<file path="src/rtl/regfile_sweep.sv">
// Parametrised integer register file: x0 reads zero, storage is cleared by a one-entry-per-cycle
// sweep after reset, and a per-register pending scoreboard flags in-flight producers. Option: REGFILE_BYPASS_EN.
module regfile_sweep #(
    parameter int XLEN = 32,
    parameter int AW   = 4
) (
    input  logic            I_clk,
    input  logic            I_rst,
    input  logic            I_regwen,
    input  logic [AW-1:0]   I_rd,
    input  logic [XLEN-1:0] I_data,
    input  logic [AW-1:0]   I_rs1,
    input  logic [AW-1:0]   I_rs2,
    input  logic            I_mark,
    input  logic [AW-1:0]   I_mark_rd,
    output logic [XLEN-1:0] O_data1,
    output logic [XLEN-1:0] O_data2,
    output logic            O_busy1,
    output logic            O_busy2,
    output logic            O_ready
);
    localparam int NREGS = 2 ** AW;

    typedef enum logic {
        ST_CLEAR,
        ST_READY
    } state_t;

    state_t          state_q, state_d;
    logic [AW-1:0]   cnt_q, cnt_d;
    logic [XLEN-1:0] regs_q [NREGS];
    logic [NREGS-1:1] pend_q, pend_d;
    logic [NREGS-1:0] pend_full;
    logic            ready;
    logic            wr_ok;
    logic            mark_ok;

    assign ready   = (state_q == ST_READY);
    assign wr_ok   = ready && I_regwen && (I_rd != '0);
    assign mark_ok = ready && I_mark && (I_mark_rd != '0);
    assign O_ready = ready;

    always_ff @(posedge I_clk) begin
        if (I_rst) begin
            state_q <= ST_CLEAR;
            cnt_q   <= AW'(1);
        end else begin
            state_q <= state_d;
            cnt_q   <= cnt_d;
        end
    end

    always_comb begin
        state_d = state_q;
        cnt_d   = cnt_q;
        if (state_q == ST_CLEAR) begin
            cnt_d = cnt_q + 1'b1;
            if (&cnt_q) begin
                state_d = ST_READY;
            end
        end
    end

    // Single write port: the sweep owns it while clearing, the core owns it once ready.
    always_ff @(posedge I_clk) begin
        if (!I_rst) begin
            if (state_q == ST_CLEAR) begin
                regs_q[cnt_q] <= '0;
            end else if (wr_ok) begin
                regs_q[I_rd] <= I_data;
            end
        end
    end

    // A mark names the newest producer, so it overrides a same-cycle write clearing the bit.
    genvar gi;
    generate
        for (gi = 1; gi < NREGS; gi++) begin : g_pend
            assign pend_d[gi] = (mark_ok && (I_mark_rd == AW'(gi))) ? 1'b1 :
                                (wr_ok && (I_rd == AW'(gi)))        ? 1'b0 :
                                pend_q[gi];
        end
    endgenerate

    always_ff @(posedge I_clk) begin
        if (I_rst) begin
            pend_q <= '0;
        end else begin
            pend_q <= pend_d;
        end
    end

    assign pend_full = {pend_q, 1'b0};

    always_comb begin
        O_data1 = '0;
        O_data2 = '0;
        O_busy1 = 1'b0;
        O_busy2 = 1'b0;
        if (ready && (I_rs1 != '0)) begin
            O_data1 = regs_q[I_rs1];
            O_busy1 = pend_full[I_rs1];
        end
        if (ready && (I_rs2 != '0)) begin
            O_data2 = regs_q[I_rs2];
            O_busy2 = pend_full[I_rs2];
        end
`ifdef REGFILE_BYPASS_EN
        if (wr_ok && (I_rs1 == I_rd)) begin
            O_data1 = I_data;
            if (!(mark_ok && (I_mark_rd == I_rd))) begin
                O_busy1 = 1'b0;
            end
        end
        if (wr_ok && (I_rs2 == I_rd)) begin
            O_data2 = I_data;
            if (!(mark_ok && (I_mark_rd == I_rd))) begin
                O_busy2 = 1'b0;
            end
        end
`endif
    end
endmodule

</file>
<file path="config.mk">
export PLATFORM = sky130hd
export DESIGN_NAME = regfile_sweep
export DESIGN_NICKNAME = d
export VERILOG_FILES = /design/src/rtl/regfile_sweep.sv
export SDC_FILE = /design/constraint.sdc
export NUM_CORES = 1
export LEC_CHECK = 0
export BUFFER_PORTS_ARGS = -buffer_cell sky130_fd_sc_hd__buf_2
export CAP_MARGIN = 30
export CORE_MARGIN = 5
export CORE_UTILIZATION = 62
export DETAILED_ROUTE_END_ITERATION = 7
export PLACE_DENSITY = 0.8
export RECOVER_POWER = 100
export SLEW_MARGIN = 20
export SYNTH_ARGS = -nofsm -noshare
export SYNTH_HDL_FRONTEND = slang
export SYNTH_SLANG_ARGS = --single-unit
</file>
<file path="constraint.sdc">
create_clock -name I_clk -period 3.85 [get_ports I_clk]
set_input_delay 0.385 -clock I_clk [delete_from_list [all_inputs] [get_ports I_clk]]
set_output_delay 0.385 -clock I_clk [all_outputs]
set_load 0.01 [all_outputs]
</file>
==> flow_summary_export.csv <==
group,metric,value,unit
outcome,outcome,"complete, no violations",
clocking,cts-buffers-inserted,52,
grt,grt_first_pass_wirelength,98.9,mm
clocking,tritoncts,"done",
floorplanning,ios,119,
timing,setup_viol,0,
setup_path,crit_path_start_kind,"flop",
floorplanning,placeableCoreArea,39800,sq um
grt,track_usage,0.301,
detailed_routing,drtAntennaViolNets,0,
logic_synthesis,synth_cell_types,44,
clocking,cts-htree-levels,2,
floorplanning,dieArea,44500,sq um
setup_path,cp_max_fo,18,
setup_path,crit_chain,"buf_4 -> nor2b_1 -> o31a_2 -> nor2b_1 -> clkbuf_1 -> a221o_1 -> clkbuf_1",
timing,setup_tns,0,ns
placed_design,place_area,26600,sq um
floorplanning,fp.dieH,211,um
placed_design,place.gp.congestion,0.861,
final_layout,final_cell_mix,"edfxtp_1, mux4_2, mux2i_1",
setup_path,max_stage_delay,0.51,ns
final_layout,post-route-cell-area,28200,sq um
placed_design,dp_hpwl,38.9,mm
logic_synthesis,syn_inst,1379,
detailed_routing,remaining_drc_errors,0,
clocking,insertion_delay,0.61,ns
pwr,powerDensity,453,nW/um^2
final_layout,syn_to_final_growth,12.6,%
clocking,path_clk_slew,0.07,ns
timing,finalMaxSlewViolations,0,
clocking,root_buffer,"clkbuf_16",
floorplanning,floorplan.initialDensity,0.629,
setup_path,path_class,"flop to output pin",
detailed_routing,drt-total-wl,66.7,mm
detailed_routing,wl_per_cell,32.1,um
timing,relSlewSlack,0.0918,
clocking,cts_hold_buf,0,
clocking,postCtsSetupRepairBufs,0,
grt,grt-ovfl-total,0,
timing,layout_min_cycle_time,3.55,ns
floorplanning,row_count,73,
pwr,p_leak,8.66,nW
timing,fmax,282,MHz
detailed_routing,drt_first_iter_violations,1841,
timing,min_period_over_period,0.921,
setup_path,cp_slowest_cell,"o31a_2",
logic_synthesis,syn-num-nets,1432,
timing,finalWorstSetupSlack,0.304,ns
final_layout,nNetsFinal,1563,
logic_synthesis,syn_area,25100,sq um
grt,grt_pass1_vias,15800,
detailed_routing,firstDrtPassIters,8,
logic_synthesis,avgSynthCellArea,18.2,sq um
floorplanning,die_x,211,um
grt,grt_max_degree,56,
pwr,vdd_drop_max,0.000415,V
setup_path,critPathRequiredTime,3.46,ns
logic_synthesis,ys_ff_latch,532,
setup_path,arrival,3.16,ns
timing,finClkSkew,0.0263,ns
clocking,cts.sinks,532,
grt,antenna_found_initial,1,
detailed_routing,vias_per_cell,7.30,
final_layout,fillers,2511,
clocking,clockBufferDepth,3,
placed_design,pre_cts_ws,0.877,ns
setup_path,endpoint_kind,"output pin",
final_layout,layout-drive-gt1-share,0.290,
logic_synthesis,yosysSeqAreaShare,0.629,
clocking,cts_resized,0,
timing,hold_viol_final,0,
placed_design,portBuffers,118,
timing,rsz0062_at_grt,"false",
logic_synthesis,yosysWarnings,0,
detailed_routing,vias,15200,
timing,worst_pin_slew,1.36,ns
job,cap_viol_max_count,0,
hold_path,hp-class,"input pin to flop",
final_layout,layout_commonest_cell,"edfxtp_1",
==> state kept, by name, indices dropped and copies added, names as in the netlist <==
name and cells:
pend_q 15, O_ready 1, cnt_q 4, regs_q 512
==> synthesized netlist by cell type <==
cell type  count  area share
buf_6          4      0.0018
mux2i_1      134       0.054
a22oi_1       11      0.0033
nand4_1       22      0.0055
or4_1          1     0.00030
nand3b_1       1     0.00030
o31a_1         1     0.00035
a31oi_1        4      0.0010
nor3_1         2     0.00040
mux4_2       232        0.21
dfxtp_1       20       0.016
buf_1          8      0.0012
nor2b_1       12      0.0030
and4_1         1     0.00035
a22o_1        10      0.0035
xor2_1         1     0.00035
o2111ai_1      1     0.00035
buf_2         47      0.0094
and2_0         1     0.00025
and2_1        37      0.0092
nand2_1       88       0.013
or2_2          2     0.00050
or3_1          1     0.00025
buf_4          9      0.0027
nand2b_1       2     0.00050
a32o_1         1     0.00040
o211ai_1      22      0.0066
a21oi_1       19      0.0038
a221o_1       10      0.0040
nand3_1        6      0.0012
o22ai_1       31      0.0077
nor2_1        25      0.0037
nor3b_1        3     0.00090
inv_1          3     0.00045
clkbuf_1      38      0.0057
and3_1        12      0.0030
o311ai_0       1     0.00035
ha_1           1     0.00050
xnor2_1        2     0.00070
or3b_1         2     0.00070
a32oi_1       22      0.0077
edfxtp_1     512        0.61
o211a_1        1     0.00040
o21ai_0       16      0.0032
==> final cells by class <==
cell class,count,area [sq um],area share
antenna,1,2.50,0.0000887
clock buffer,67,1400,0.0496
clock inverter,31,429,0.0152
inverter,3,11.3,0.000399
multi-input combinational,738,8830,0.313
sequential,532,15800,0.559
tap,525,657,0.0233
timing repair buffer,183,1120,0.0397
==> through the flow <==
step	std cells	utilization	total power, mW	hold WS [ns]
2_1_floorplan	1379	-	7.14	0.460
3_3_place_gp	1980	0.668	7.41	0.473
6_report	2080	0.709	12.8	0.104
4_1_cts	2079	0.714	12.8	0.0909
3_5_place_dp	1981	0.668	7.43	0.493
5_1_grt	2080	0.709	13.1	0.114
==> worst max-delay path: cells and delay by family, from the launching register on <==
kind,cells,cell delay (ns)
AO/OA/AOI/OAI,2,0.85
buffers and inverters,3,0.83
flip-flops,1,0.33
AND/OR/NAND/NOR,2,0.54
==> metal layers <==
layer | share of wire | track usage | up-vias
met5 | 0 | 0 | -
met2 | 0.51 | 0.507 | 1022
met3 | 0.095 | 0.0438 | 214
li1 | - | - | 6111
met1 | 0.35 | 0.400 | 7837
met4 | 0.045 | 0.126 | 0
==> cells by family after synthesis <==
group / count (synthesis) / share of synthesized area
xor+xnor: 3 / 0.00105
fa+ha+maj: 1 / 0.000499
flops: 532 / 0.629
compound gates: 150 / 0.0426
buf+inv: 109 / 0.0212
simple gates: 218 / 0.0433
mux: 366 / 0.262
==> report_power, final <==
group | total [mW] | internal, mW | switching, mW
registers | 6.46 | 6.40 | 0.0635
clock network | 5.48 | 3.30 | 2.18
logic | 0.846 | 0.383 | 0.464
total | 12.8 | 10.1 | 2.70
==> worst paths after layout <==
path | start | to | slack (ns) | depth (start not counted)
worst min-delay path | I_mark_rd[3] | pend_q[14]$_SDFFE_PP0P_ | 0.10 | 3
worst min register to register | pend_q[11]$_SDFFE_PP0P_ | pend_q[11]$_SDFFE_PP0P_ | 0.50 | 2
worst max register to register | O_ready$_SDFF_PP0_ | regs_q[15][3]$_DFFE_PP_ | 0.31 | 6
worst max-delay path | O_ready$_SDFF_PP0_ | O_data2[17] | 0.30 | 7
No activity file was read; power rests on OpenSTA's default activity.
